## config.mk

```make
export PLATFORM = sky130hd
export DESIGN_NAME = led_bar_seq
export DESIGN_NICKNAME = d
export VERILOG_FILES = /design/src/rtl/led_seq_pkg.sv /design/src/rtl/led_step_div.sv /design/src/rtl/led_bar_seq.sv
export SDC_FILE = /design/constraint.sdc
export NUM_CORES = 1
export LEC_CHECK = 0
export CAP_MARGIN = 20
export CORE_ASPECT_RATIO = 0.75
export CORE_MARGIN = 2
export CORE_UTILIZATION = 30
export DETAILED_ROUTE_END_ITERATION = 8
export SLEW_MARGIN = 20
export SYNTH_ARGS = -nofsm -noshare
export SYNTH_HDL_FRONTEND = slang
export SYNTH_SLANG_ARGS = --single-unit
```

## constraint.sdc

```tcl
create_clock -name clk -period 2.3 [get_ports clk]
set_clock_uncertainty 0.15 [all_clocks]
set_input_delay 0.46 -clock clk [delete_from_list [all_inputs] [get_ports clk]]
set_output_delay 0.46 -clock clk [all_outputs]
set_load 0.01 [all_outputs]
```

## src/rtl/led_seq_pkg.sv

```systemverilog
// ---------------------------------------------------------------------------
// led_seq_pkg
// Shared types for the LED bar sequencer: the pattern-mode encoding as seen
// on the mode input, the sequencer FSM states, and small mode helpers.
// ---------------------------------------------------------------------------
package led_seq_pkg;

    // Pattern select; MODE_RSVD is treated exactly like MODE_FILL.
    typedef enum logic [1:0] {
        MODE_FILL   = 2'd0,
        MODE_DRAIN  = 2'd1,
        MODE_BOUNCE = 2'd2,
        MODE_RSVD   = 2'd3
    } mode_e;

    // Sequencer FSM states.
    typedef enum logic [1:0] {
        IDLE   = 2'd0,
        RUN_UP = 2'd1,
        RUN_DN = 2'd2,
        DONE   = 2'd3
    } state_e;

    // A drain run starts full and counts down.
    function automatic logic is_drain(input mode_e m);
        return (m == MODE_DRAIN);
    endfunction

    // A bounce run reverses direction at each end instead of finishing.
    function automatic logic is_bounce(input mode_e m);
        return (m == MODE_BOUNCE);
    endfunction

endpackage

```

## src/rtl/led_step_div.sv

```systemverilog
// ---------------------------------------------------------------------------
// led_step_div
// Step divider: counts enabled clk cycles and raises tick on the cycle in
// which the count sits at DIV-1, wrapping back to 0 at that edge.
//
// Ports:
//   clk   in   clock, rising edge
//   rst_n in   asynchronous active-low reset (count -> 0)
//   clr   in   synchronous clear, overrides en; suppresses tick
//   en    in   count enable
//   tick  out  step strobe, valid in the cycle before the edge it acts on
// ---------------------------------------------------------------------------
module led_step_div #(
    parameter int DIV = 1
) (
    input  logic clk,
    input  logic rst_n,
    input  logic clr,
    input  logic en,
    output logic tick
);

    // DIV=1 still needs a 1-bit counter; it simply never leaves 0.
    localparam int            CW   = (DIV > 1) ? $clog2(DIV) : 1;
    localparam logic [CW-1:0] LAST = CW'(DIV - 1);

    logic [CW-1:0] cnt_r;

    // Divider count register: clear has priority, wraps at LAST.
    always_ff @(posedge clk or negedge rst_n) begin
        if (!rst_n) begin
            cnt_r <= '0;
        end else if (clr) begin
            cnt_r <= '0;
        end else if (en) begin
            if (cnt_r == LAST) begin
                cnt_r <= '0;
            end else begin
                cnt_r <= cnt_r + CW'(1);
            end
        end else begin
            cnt_r <= cnt_r;
        end
    end

    assign tick = en & ~clr & (cnt_r == LAST);

endmodule

```

## src/rtl/led_bar_seq.sv

```systemverilog
// ---------------------------------------------------------------------------
// led_bar_seq
// LED bar sequencer: drives a WIDTH-LED thermometer bar that fills, drains or
// bounces one LED per DIV clk cycles after a button start.
//
// Parameters:
//   WIDTH  number of LEDs (2..32)
//   DIV    clk cycles per LED step (1..65535)
//
// Ports:
//   clk     in   clock, rising edge
//   rst_n   in   asynchronous active-low reset
//   button  in   start/restart (level, sampled each edge, wins over pause)
//   mode    in   [1:0] pattern: 0 fill, 1 drain, 2 bounce, 3 as fill
//   pause   in   freezes divider and level while high
//   led     out  [WIDTH-1:0] thermometer, bit i set iff i < level
//   busy    out  high in RUN_UP / RUN_DN
//   done    out  high in DONE
//
// Build option:
//   LED_BAR_SEQ_AUTOSTART_EN  when defined, reset lands in RUN_UP with fill
//                             latched, so a fill runs without a button press.
//
// All outputs are pure decodes of the state and level registers.
// ---------------------------------------------------------------------------
module led_bar_seq
    import led_seq_pkg::*;
#(
    parameter int WIDTH = 16,
    parameter int DIV   = 1
) (
    input  logic             clk,
    input  logic             rst_n,
    input  logic             button,
    input  logic [1:0]       mode,
    input  logic             pause,
    output logic [WIDTH-1:0] led,
    output logic             busy,
    output logic             done
);

    localparam int            LW      = $clog2(WIDTH + 1);
    localparam logic [LW-1:0] LVL_MAX = LW'(WIDTH);

`ifdef LED_BAR_SEQ_AUTOSTART_EN
    localparam state_e RST_STATE = RUN_UP;
`else
    localparam state_e RST_STATE = IDLE;
`endif

    state_e        state_r;
    state_e        state_s;
    mode_e         mode_r;
    mode_e         mode_s;
    logic [LW-1:0] level_r;
    logic [LW-1:0] level_s;
    logic          div_en_s;
    logic          tick_s;

    // The divider only runs while a run is active and not paused; a button
    // press clears it so the new run starts a full step period from now.
    assign div_en_s = ((state_r == RUN_UP) || (state_r == RUN_DN)) && !pause;

    led_step_div #(
        .DIV (DIV)
    ) u_step_div (
        .clk   (clk),
        .rst_n (rst_n),
        .clr   (button),
        .en    (div_en_s),
        .tick  (tick_s)
    );

    // State, level and latched-mode registers.
    always_ff @(posedge clk or negedge rst_n) begin
        if (!rst_n) begin
            state_r <= RST_STATE;
            mode_r  <= MODE_FILL;
            level_r <= '0;
        end else begin
            state_r <= state_s;
            mode_r  <= mode_s;
            level_r <= level_s;
        end
    end

    // Next-state logic: button restarts from any state; otherwise each tick
    // moves the level one step and turns around or finishes at the ends.
    always_comb begin
        state_s = state_r;
        mode_s  = mode_r;
        level_s = level_r;
        if (button) begin
            mode_s = mode_e'(mode);
            if (is_drain(mode_e'(mode))) begin
                level_s = LVL_MAX;
                state_s = RUN_DN;
            end else begin
                level_s = '0;
                state_s = RUN_UP;
            end
        end else begin
            case (state_r)
                RUN_UP: begin
                    if (tick_s) begin
                        // Saturate at WIDTH; reaching it ends the upward leg.
                        if (level_r < LVL_MAX) begin
                            level_s = level_r + LW'(1);
                        end else begin
                            level_s = level_r;
                        end
                        if (level_r >= (LVL_MAX - LW'(1))) begin
                            state_s = is_bounce(mode_r) ? RUN_DN : DONE;
                        end else begin
                            state_s = RUN_UP;
                        end
                    end else begin
                        level_s = level_r;
                        state_s = state_r;
                    end
                end
                RUN_DN: begin
                    if (tick_s) begin
                        // Saturate at 0; reaching it ends the downward leg.
                        if (level_r > LW'(0)) begin
                            level_s = level_r - LW'(1);
                        end else begin
                            level_s = level_r;
                        end
                        if (level_r <= LW'(1)) begin
                            state_s = is_bounce(mode_r) ? RUN_UP : DONE;
                        end else begin
                            state_s = RUN_DN;
                        end
                    end else begin
                        level_s = level_r;
                        state_s = state_r;
                    end
                end
                IDLE: begin
                    state_s = IDLE;
                end
                DONE: begin
                    state_s = DONE;
                end
                default: begin
                    state_s = IDLE;
                    level_s = '0;
                end
            endcase
        end
    end

    // Output decode: thermometer bar from level, status flags from state.
    always_comb begin
        led = '0;
        for (int i = 0; i < WIDTH; i++) begin
            led[i] = (level_r > LW'(i));
        end
        busy = (state_r == RUN_UP) || (state_r == RUN_DN);
        done = (state_r == DONE);
    end

endmodule

```

==> results.py <==
metrics = {
    "status": {
        "status": "finished clean",
    },
    "synthesis": {
        "yosys_most_used_dff": "dfrtp_1",
        "synth_compound_area_share_pct": 25.21,
        "synth_top_family_by_area": "compound AO/OA/AOI/OAI gates",
        "synth.ff_latch_count": 9,
        "synth.yosys.seq_area_share_pct": 24.79,
        "synth-simple-area-share_pct": 23.55,
        "yosysUniqueCellTypes": 40,
        "synth.top_cell.area_share_pct": 24.79,
        "postSynthAreaPerCell_um2": 8.039,
        "synth_xor_area_share_pct": 0.9642,
        "ys.warnings.count": 0,
        "async_reset_ff_share_pct": 100.0,
        "synth_cells": 113,
        "synth_edf_count": 0,
        "synthTopCellsByArea": "dfrtp_1, ha_1, o21ai_0, buf_6, inv_1",
        "yosys.area.top_type": "dfrtp_1",
        "synthAdderAreaFrac_pct": 12.40,
        "synth_area_um2": 908.4,
        "syn_nets": 128,
        "synthMuxAreaShare_pct": 1.240,
    },
    "place": {
        "pre_cts_ws_ns": 0.003406,
        "placed_cell_area_um2": 1217,
        "place.gp.congestion": 0.8765,
        "port_buffers": 23,
        "dp_cells": 179,
        "dp_hpwl_mm": 1.906,
    },
    "cts": {
        "cts.sinks": 9,
        "cts.reportedPaths.clkPinSlew_ns": 0.05,
        "clock_path_buffers": 2,
        "htree_levels": 1,
        "cts_tree": "built",
        "clkLatencyLatePin_ns": 0.24,
        "numCtsBuffers": 3,
        "clockRootBuffer": "clkbuf_8",
    },
    "global_route": {
        "grt_overflow": 0,
        "track_usage_pct": 15.09,
        "grt_pass1_vias": 855,
        "grt_max_degree": 15,
        "grt_pass1_wl_mm": 3.960,
        "antenna_found_initial": 0,
    },
    "route": {
        "vias": 949,
        "vias_per_cell": 5.158,
        "antenna_left": 0,
        "first_pass_iters": 4,
        "wirelength_mm": 2.428,
        "drt_iter0_markers": 40,
        "wire_per_inst_um": 13.20,
        "drc": 0,
    },
    "critical_path": {
        "worst-r2r-setup-slack_ns": 0.24,
        "arrival_ns": 1.61,
        "path_max_fanout": 8,
        "crit_chain": "nor3_1 -> buf_4 -> nand2_1 -> clkdlybuf4s50_1",
        "worst_setup_path_start_kind": "register",
        "reg2reg_depth": 7,
        "r2r-end": "level_r[2]",
        "critPathRequiredTime_ns": 1.69,
        "cpMaxStageDelayCell": "dfrtp_2",
        "max_stage_delay_ns": 0.49,
        "reg2reg_from": "state_r[0]",
        "path_class": "register to output pin",
        "crit_family": "buffers and inverters",
        "end_kind": "output pin",
        "cp.buffers_inverters": 2,
    },
    "floorplanning": {
        "core_um2": 2914,
        "chipHeight_um": 51.66,
        "initial_core_util_pct": 31.17,
        "io_pins": 24,
        "dieWidth_um": 67.54,
        "fp-row-count": 17,
        "die_area_um2": 3489,
    },
    "hold_path": {
        "hp-class": "input pin to async pin",
    },
    "sta": {
        "slew_viol_final": 0,
        "fin_crit_ns": 2.217,
        "worst_slack_ns": 0.08263,
        "max_freq_ghz": 0.4510,
        "hold_viol": 0,
        "tightest_slew_ns": 0.4214,
        "period_share_pct": 96.41,
        "rsz0062_at_grt": "false",
        "setup_tns_ns": 0,
        "finalSetupViolations": 0,
        "relSlewSlack_pct": 71.82,
    },
    "run": {
        "max_cap_viol_count": 0,
    },
    "final_layout": {
        "final_common_cell": "buf_4",
        "n_fill_cell": 280,
        "finalNetCount": 162,
        "seqCellArea_um2": 230.2,
        "layout_common_cells": "buf_4, inv_1, clkdlybuf4s50_1",
        "syn2layout_area_growth_pct": 43.39,
        "finalInstanceArea_um2": 1303,
        "multi_input_area_um2": 610.6,
        "final_layout_size_suffix_gt1_share_pct": 19.86,
        "layout.cells.non_filler": 184,
        "num_antenna_cells": 0,
    },
    "power_and_ir_drop": {
        "powerDensity_nw_per_um2": 900.8,
        "peakVddDrop_uv": 640.0,
        "leakagePower_nw": 0.6048,
    },
}
[cell type report]
class	instances	area share [%]
flip-flops and latches	9	17.68
clock buffers	4	3.458
repair buffers	36	24.59
multi-input cells	84	46.88
well taps	38	3.650
inverters	13	3.746
[logic make-up after synthesis]
kind of cell             Yosys count
AO/OA/AOI/OAI                     36
XOR/XNOR                           1
adder cells (fa/ha/maj)            9
buffers and inverters             20
flip-flops                         9
multiplexers                       1
AND/OR/NAND/NOR                   37
[synthesized netlist by cell type (2+ instances only)]
library cell and number:
inv_1 12, o21ai_0 11, dfrtp_1 9, ha_1 9, nand2_1 9, nor2_1 7
a21oi_1 5, a31oi_1 5, nand3_1 5, buf_6 4, a21o_1 2, buf_2 2
nor2b_1 2, nor3_1 2, nor4b_1 2, or2_1 2, or3_1 2
[state kept, by name, summed over array words and instances, names as in the netlist]
| register | cells |
|---|---|
| level_r | 5 |
| mode_r | 2 |
| state_r | 2 |
[per-stage QoR]
step / util [%] / total power [mW] / hold slack [ns]
6_report: 44.70 / 1.173 / 0.3696
5_1_grt: 44.70 / 1.258 / 0.4098
4_1_cts: 43.84 / 1.166 / 0.3901
3_5_place_dp: 41.78 / 0.9828 / 0.3914
3_3_place_gp: 41.78 / 0.9753 / 0.3931
2_1_floorplan: - / 0.6617 / 0.01441
[layer usage]
metal | up-vias | wire length [um] | track usage (%)
met4 | 0 | 25 | 4.082
met3 | 4 | 109 | 3.247
met1 | 449 | 1150 | 20.67
met5 | - | 0 | 0
li1 | 470 | - | -
met2 | 26 | 1143 | 23.86
[worst max path at each step]
stage	from	to	slack [ns]	cells after the start
finish	level_r[4]	led[2]	0.08	4
global route	level_r[4]	led[6]	0.01	3
global placement	level_r[1]	led[9]	0.02	6
floorplan	state_r[0]	level_r[1]	0.27	6
detailed placement	level_r[1]	led[9]	0.003	6
CTS	level_r[0]	led[12]	0.02	4
[what timing repair did]
action,in CTS,in global routing
buffers inserted,1,0
setup endpoints to repair,13,6
gates resized for setup,16,11
endpoints found under the hold margin,0,0
hold buffers,0,0
[power breakdown]
group	total (mW)	leakage (nW)	internal, mW	switching (mW)
clock network	0.196	0.0228	0.122	0.0741
registers	0.244	0.110	0.193	0.0511
logic	0.734	0.472	0.368	0.366
total	1.17	0.605	0.682	0.491
Power figures use the tool's default switching activity.
